$ cat config.mk
export PLATFORM = sky130hd
export DESIGN_NAME = task_port_adapter
export DESIGN_NICKNAME = d
export VERILOG_FILES = /design/src/rtl/task_port_pkg.sv /design/src/rtl/task_port_fifo.sv /design/src/rtl/task_port_adapter.sv
export SDC_FILE = /design/constraint.sdc
export NUM_CORES = 1
export LEC_CHECK = 0
export CAP_MARGIN = 20
export CORE_ASPECT_RATIO = 1.25
export CORE_MARGIN = 2
export CORE_UTILIZATION = 30
export DETAILED_ROUTE_END_ITERATION = 7
export SYNTH_ARGS = -nofsm -noshare
export SYNTH_HDL_FRONTEND = slang
export SYNTH_SLANG_ARGS = --single-unit
$ cat constraint.sdc
create_clock -name i_clk -period 9.34 [get_ports i_clk]
set_clock_uncertainty 0.15 [all_clocks]
set_input_delay 1.868 -clock i_clk [delete_from_list [all_inputs] [get_ports i_clk]]
set_output_delay 1.868 -clock i_clk [all_outputs]
set_load 0.01 [all_outputs]
$ cat src/rtl/task_port_pkg.sv
// task_port_pkg: shared types and default widths for the task port adapter.
//   state_t  : adapter FSM state (IDLE, RECEIVE, DRAIN, ANSWER)
//   CNT_W    : width of the optional input byte counter
//   *_DEF    : default widths/depths, also used by tasks_parameters users
package task_port_pkg;
  localparam int CNT_W         = 12;
  localparam int DIN_W_DEF     = 8;
  localparam int DOUT_W_DEF    = 32;
  localparam int IN_DEPTH_DEF  = 16;
  localparam int OUT_DEPTH_DEF = 16;
  localparam int SKID_DEF      = 6;
  localparam int EXP_BYTES_DEF = 64;

  typedef enum logic [1:0] {IDLE, RECEIVE, DRAIN, ANSWER} state_t;
endpackage

$ cat src/rtl/task_port_fifo.sv
// task_port_fifo: first-word fall-through synchronous FIFO.
//   clk, rst_n      : clock, async active-low reset (pointers/count/flag only)
//   push, din       : write request and data
//   pop             : read request; ignored when empty
//   dout            : head entry, valid whenever !empty
//   full, empty     : occupancy flags
//   count           : number of stored entries
//   overflow        : sticky, set when a push is dropped because the FIFO is full
module task_port_fifo #(
  parameter int WIDTH = 8,
  parameter int DEPTH = 16
) (
  input  logic                     clk,
  input  logic                     rst_n,
  input  logic                     push,
  input  logic [WIDTH-1:0]         din,
  input  logic                     pop,
  output logic [WIDTH-1:0]         dout,
  output logic                     full,
  output logic                     empty,
  output logic [$clog2(DEPTH):0]   count,
  output logic                     overflow
);
  localparam int AW = $clog2(DEPTH);

  logic [WIDTH-1:0] mem [DEPTH];
  logic [AW-1:0]    wr_ptr, rd_ptr;
  logic             pop_ok, push_ok;

  assign empty   = (count == '0);
  assign full    = (count == (AW+1)'(DEPTH));
  assign pop_ok  = pop && !empty;
  // A pop in the same cycle frees the slot, so a push on full is still taken.
  assign push_ok = push && (!full || pop_ok);
  assign dout    = mem[rd_ptr];

  always_ff @(posedge clk)
    if (push_ok) mem[wr_ptr] <= din;

  // Pointers wrap naturally because DEPTH is a power of two.
  always_ff @(posedge clk or negedge rst_n) begin
    if (!rst_n) begin
      wr_ptr   <= '0;
      rd_ptr   <= '0;
      count    <= '0;
      overflow <= 1'b0;
    end else begin
      if (push_ok) wr_ptr <= wr_ptr + AW'(1);
      if (pop_ok)  rd_ptr <= rd_ptr + AW'(1);
      count <= count + (AW+1)'(push_ok) - (AW+1)'(pop_ok);
      if (push && !push_ok) overflow <= 1'b1;
    end
  end
endmodule

$ cat src/rtl/task_port_adapter.sv
// task_port_adapter: task-side endpoint of the manager in/out links.
//   Buffers manager bytes (tim_*) into an input FIFO feeding the core (core_din*),
//   buffers core results (core_dout*) into an output FIFO streamed back as
//   answer words (tom_*), with last-word marking.
//   i_clk, i_rst_n : clock, async active-low reset (aborts any run)
//   tim_*          : byte stream from manager, tim_data_request back-pressure
//   tom_*          : answer word stream to manager
//   core_*         : byte stream to core / result stream from core
//   busy           : state != IDLE
//   byte_err       : input byte-count mismatch (TASK_PORT_BYTE_CHECK_EN only, else 0)
//   dbg_overflow   : sticky FIFO overflow, debug visibility only
// Build option: define TASK_PORT_BYTE_CHECK_EN to build the input byte counter.
module task_port_adapter
  import task_port_pkg::*;
#(
  parameter int DIN_WIDTH  = DIN_W_DEF,
  parameter int DOUT_WIDTH = DOUT_W_DEF,
  parameter int IN_DEPTH   = IN_DEPTH_DEF,
  parameter int OUT_DEPTH  = OUT_DEPTH_DEF,
  parameter int SKID       = SKID_DEF,
  parameter int EXP_BYTES  = EXP_BYTES_DEF
) (
  input  logic                  i_clk,
  input  logic                  i_rst_n,
  input  logic                  tim_data_valid,
  input  logic [DIN_WIDTH-1:0]  tim_data,
  input  logic                  tim_data_last,
  output logic                  tim_data_request,
  output logic                  tom_answer_ready,
  output logic [DOUT_WIDTH-1:0] tom_answer_data,
  output logic                  tom_answer_last,
  input  logic                  tom_manager_ready,
  output logic [DIN_WIDTH-1:0]  core_din,
  output logic                  core_din_valid,
  output logic                  core_din_last,
  input  logic                  core_din_ready,
  input  logic [DOUT_WIDTH-1:0] core_dout,
  input  logic                  core_dout_valid,
  input  logic                  core_dout_last,
  output logic                  core_dout_ready,
  output logic                  busy,
  output logic                  byte_err,
  output logic                  dbg_overflow
);
  localparam int IAW = $clog2(IN_DEPTH);
  localparam int OAW = $clog2(OUT_DEPTH);

  state_t            state, state_nxt;
  logic              in_full, in_empty, in_pop, in_push_ok, in_ovf;
  logic [IAW:0]      in_cnt, in_cnt_nxt;
  logic [DIN_WIDTH:0]  in_head;
  logic              out_full, out_empty, out_push, out_pop, out_ovf;
  logic [OAW:0]      out_cnt;
  logic [DOUT_WIDTH:0] out_head;

  assign in_pop     = !in_empty && core_din_ready;
  assign in_push_ok = tim_data_valid && (!in_full || in_pop);
  assign in_cnt_nxt = in_cnt + (IAW+1)'(in_push_ok) - (IAW+1)'(in_pop);
  assign out_push   = core_dout_valid && core_dout_ready;
  assign out_pop    = tom_manager_ready && tom_answer_ready;
  assign dbg_overflow = in_ovf | out_ovf;

  task_port_fifo #(.WIDTH(DIN_WIDTH+1), .DEPTH(IN_DEPTH)) u_in_fifo (
    .clk(i_clk), .rst_n(i_rst_n),
    .push(tim_data_valid), .din({tim_data_last, tim_data}), .pop(in_pop),
    .dout(in_head), .full(in_full), .empty(in_empty), .count(in_cnt),
    .overflow(in_ovf)
  );

  task_port_fifo #(.WIDTH(DOUT_WIDTH+1), .DEPTH(OUT_DEPTH)) u_out_fifo (
    .clk(i_clk), .rst_n(i_rst_n),
    .push(out_push), .din({core_dout_last, core_dout}), .pop(out_pop),
    .dout(out_head), .full(out_full), .empty(out_empty), .count(out_cnt),
    .overflow(out_ovf)
  );

  always_ff @(posedge i_clk or negedge i_rst_n)
    if (!i_rst_n) state <= IDLE;
    else          state <= state_nxt;

  always_comb begin
    state_nxt = state;
    case (state)
      IDLE:    if (tim_data_valid) state_nxt = tim_data_last ? DRAIN : RECEIVE;
      RECEIVE: if (tim_data_valid && tim_data_last) state_nxt = DRAIN;
      DRAIN:   if (out_push && core_dout_last) state_nxt = ANSWER;
      ANSWER:  if (out_pop && out_head[DOUT_WIDTH]) state_nxt = IDLE;
      default: state_nxt = IDLE;
    endcase
  end

  // FIFO heads are gated so outputs read 0 whenever nothing valid is presented.
  always_comb begin
    busy             = (state != IDLE);
    core_dout_ready  = (state == DRAIN) && !out_full;
    tom_answer_ready = (state == ANSWER) && !out_empty;
    tom_answer_data  = tom_answer_ready ? out_head[DOUT_WIDTH-1:0] : '0;
    tom_answer_last  = tom_answer_ready && out_head[DOUT_WIDTH];
    core_din_valid   = !in_empty;
    core_din         = core_din_valid ? in_head[DIN_WIDTH-1:0] : '0;
    core_din_last    = core_din_valid && in_head[DIN_WIDTH];
  end

  // Request looks at next-cycle occupancy so that, once it drops, SKID more
  // in-flight bytes still fit without loss.
  always_ff @(posedge i_clk or negedge i_rst_n)
    if (!i_rst_n) tim_data_request <= 1'b0;
    else tim_data_request <= (state_nxt == IDLE || state_nxt == RECEIVE) &&
                             (in_cnt_nxt < (IAW+1)'(IN_DEPTH - SKID));

`ifdef TASK_PORT_BYTE_CHECK_EN
  logic [CNT_W-1:0] byte_cnt;

  // First byte of a run restarts the count and clears any previous error.
  always_ff @(posedge i_clk or negedge i_rst_n) begin
    if (!i_rst_n) begin
      byte_cnt <= '0;
      byte_err <= 1'b0;
    end else if (state == IDLE && tim_data_valid) begin
      byte_cnt <= CNT_W'(1);
      byte_err <= tim_data_last && (EXP_BYTES != 1);
    end else if (in_push_ok) begin
      byte_cnt <= byte_cnt + CNT_W'(1);
      if (tim_data_last) byte_err <= (byte_cnt + CNT_W'(1)) != CNT_W'(EXP_BYTES);
    end
  end
`else
  assign byte_err = 1'b0;
`endif
endmodule

==> impl_metrics.py <==
metrics = {
    "clock_network": {
        "cts_sinks": 703,
        "cts_hold_buf": 0,
        "clockBufferDepth": 3,
        "clk_pin_slew_ns": 0.06,
        "numCtsBuffers": 74,
        "post_cts_buffers": 0,
        "cts_tree": "built",
        "clock-root-buffer": "clkbuf_16",
        "cts_resized": 0,
        "clk_latency_ns": 0.59,
        "htreeDepth": 3,
    },
    "route": {
        "vias": 12400,
        "avgRoutedWirePerCell_um": 23.1,
        "routed_wl_mm": 59.8,
        "drc": 0,
        "viasPerCell": 4.80,
        "dr.first_iter.drc_count": 937,
        "ant_nets": 0,
        "dr.pass1.iters": 7,
    },
    "setup_path": {
        "start_kind": "flop",
        "end_kind": "primary output",
        "cp.required_ns": 7.32,
        "r2r_cells": 12,
        "critical_path_class": "flop to primary output",
        "crit_path_max_fanout": 71,
        "r2r-end": "tim_data_request$_DFF_PN0_",
        "r2r-start": "u_in_fifo.count[3]$_DFF_PN0_",
        "worstPathArrival_ns": 4.27,
        "r2r_setup_slack_ns": 5.50,
    },
    "worst_hold_path": {
        "holdPathStages": 0,
        "whs_endpoint": "u_out_fifo.overflow$_DFFE_PN0P_",
        "hold_path.class": "flop to flop",
        "min-delay-start": "u_out_fifo.overflow$_DFFE_PN0P_",
    },
    "logic_synthesis": {
        "syn_area_um2": 27500,
        "syn_inst": 1202,
        "synth-edff-count": 672,
        "syn_avg_cell_area_um2": 22.9,
        "ys.flop_type": "edfxtp_1",
        "ys.warnings.count": 0,
        "async_reset_ff_share_pct": 4.41,
        "ys_seq_area_share_pct": 76.1,
        "ys_ff_latch": 703,
        "syn_nets": 1277,
        "ys_types": 44,
    },
    "sta": {
        "rsz0062_at_grt": "false",
        "max_clock_freq_ghz": 0.159,
        "finalSetupTns_ns": 0,
        "drv_slew": 0,
        "timing.final.crit_period_ns": 6.29,
        "finalCritPeriodShare_pct": 67.3,
        "slew_headroom_pct": 25.5,
        "tightest_slew_ns": 1.12,
        "timing.hold.ws_ns": 0.234,
        "fin_ws_ns": 3.05,
        "hold_viol_final": 0,
        "setup_viol": 0,
    },
    "floorplanning": {
        "core_um2": 91200,
        "fp.dieW_um": 275,
        "rows": 124,
        "dieArea_um2": 94300,
        "die_height_um": 343,
        "start_util_pct": 30.2,
        "ios": 97,
    },
    "final_layout": {
        "nets": 1414,
        "area_delta_synth_final_pct": 16.5,
        "final_cell_mix": "edfxtp_1 (672), mux4_2 (207), clkdlybuf4s50_1 (94)",
        "drive_above_1_share_pct": 25.7,
        "insertedDiodeCount": 0,
        "final_core_util_pct": 35.2,
        "final_common_cell": "edfxtp_1",
    },
    "outcome": {
        "status": "finished clean",
    },
    "global_routing": {
        "antenna_found_initial": 2,
        "grt_max_degree": 72,
        "grt_use_total_pct": 12.7,
        "grt_pass1_vias": 13400,
        "grt.overflow.total": 0,
        "grt_pass1_wl_mm": 88.2,
    },
    "place": {
        "dp_hpwl_mm": 33.8,
        "port_buffers": 95,
        "post-place-ws_ns": 3.60,
        "gp_congestion": 0.711,
    },
    "run": {
        "drv_cap": 0,
    },
    "power_and_ir_drop": {
        "leakage_uw": 0.0101,
        "ir_worst_vdd_mv": 0.345,
        "p_per_area_nw_per_um2": 290,
    },
}
[registers in the layout, summed over array words and instances (netlist names)]
name / count
u_out_fifo.count: 5
u_out_fifo.overflow: 1
u_out_fifo.mem: 528
u_in_fifo.mem: 144
u_out_fifo.rd_ptr: 4
u_in_fifo.overflow: 1
u_in_fifo.rd_ptr: 4
state: 2
tim_data_request: 1
u_in_fifo.wr_ptr: 4
u_in_fifo.count: 5
u_out_fifo.wr_ptr: 4
[kinds of logic (layout without fill, tap and decap cells)]
group                    Yosys count  count (layout)  share of synthesized area, %
AO/OA/AOI/OAI                     27              27                         0.636
other                              1               1                        0.0136
adder cells (fa/ha/maj)           27              27                          1.31
flip-flops                       703             703                          76.1
AND/OR/NAND/NOR                  122             122                          2.61
multiplexers                     213             213                          17.2
buffers and inverters             87             277                          1.50
XOR/XNOR                          22              22                         0.700
[critical path: stages, from the launching register on]
cell and delay [ns]:
dfrtp_4 1.12, buf_4 0.87, mux4_2 0.42, mux4_2 0.48, and2_1 0.21, clkdlybuf4s50_1 0.49
[where the power goes]
part / internal (uW) / leakage [uW] / switching [uW]
Combinational: 1450 / 0.00261 / 1250
Sequential: 3720 / 0.00642 / 231
Clock: 1480 / 0.00105 / 1180
[metrics by stage]
stage          cells  cell area [um^2]  power (uW)
2_1_floorplan   1202             27500        5840
3_3_place_gp    2459             29900        6710
3_5_place_dp    2459             29900        6780
4_1_cts         2588             32100        9460
5_1_grt         2589             32100        9770
6_report        2589             32100        9320
[synth_stat cells (all sizes together) (7+ instances only)]
| cell type | instances | area, um^2 |
|---|---|---|
| edfxtp | 672 | 20200 |
| a21oi | 9 | 45.0 |
| nor2 | 11 | 41.3 |
| buf | 35 | 218 |
| nand2 | 14 | 52.6 |
| and2 | 51 | 319 |
| mux4 | 207 | 4660 |
| xor2 | 7 | 61.3 |
| nor2b | 13 | 81.3 |
| inv | 26 | 97.6 |
| and3 | 9 | 56.3 |
| dfrtp | 31 | 776 |
| xnor2 | 15 | 131 |
| clkbuf | 25 | 93.8 |
| ha | 24 | 300 |
[worst max-delay path by stage]
stage	start	endpoint	slack [ns]	cells after the start
6_report	u_out_fifo.rd_ptr[2]$_DFFE_PN0P_	tom_answer_data[14]	3.05	5
5_1_grt	u_out_fifo.rd_ptr[2]$_DFFE_PN0P_	tom_answer_data[28]	2.88	5
4_1_cts	u_out_fifo.rd_ptr[2]$_DFFE_PN0P_	tom_answer_data[29]	2.91	5
3_5_place_dp	u_out_fifo.rd_ptr[2]$_DFFE_PN0P_	tom_answer_data[29]	3.60	5
3_3_place_gp	u_out_fifo.rd_ptr[2]$_DFFE_PN0P_	tom_answer_data[23]	3.60	5
2_1_floorplan	u_in_fifo.rd_ptr[0]$_DFFE_PN0P_	core_din[0]	5.28	4
[layout make-up]
class	instances	area (um^2)
fill	8368	59100
sequential	703	21000
multi-input combinational	412	6200
clock buffer	90	1930
tap	1197	1500
timing repair buffer	121	1160
clock inverter	39	236
inverter	27	101
[metal layers]
layer | vias up | global-route usage, % | share of wire, % | routed length, um
met4 | 2 | 3.30 | 1.8 | 1070
li1 | 5272 | - | - | -
met1 | 6730 | 16.3 | 41 | 24400
met5 | - | 0 | 0.013 | 8
met2 | 344 | 22.0 | 51 | 30800
met3 | 86 | 2.68 | 6.0 | 3570
Power figures use the tool's default switching activity.
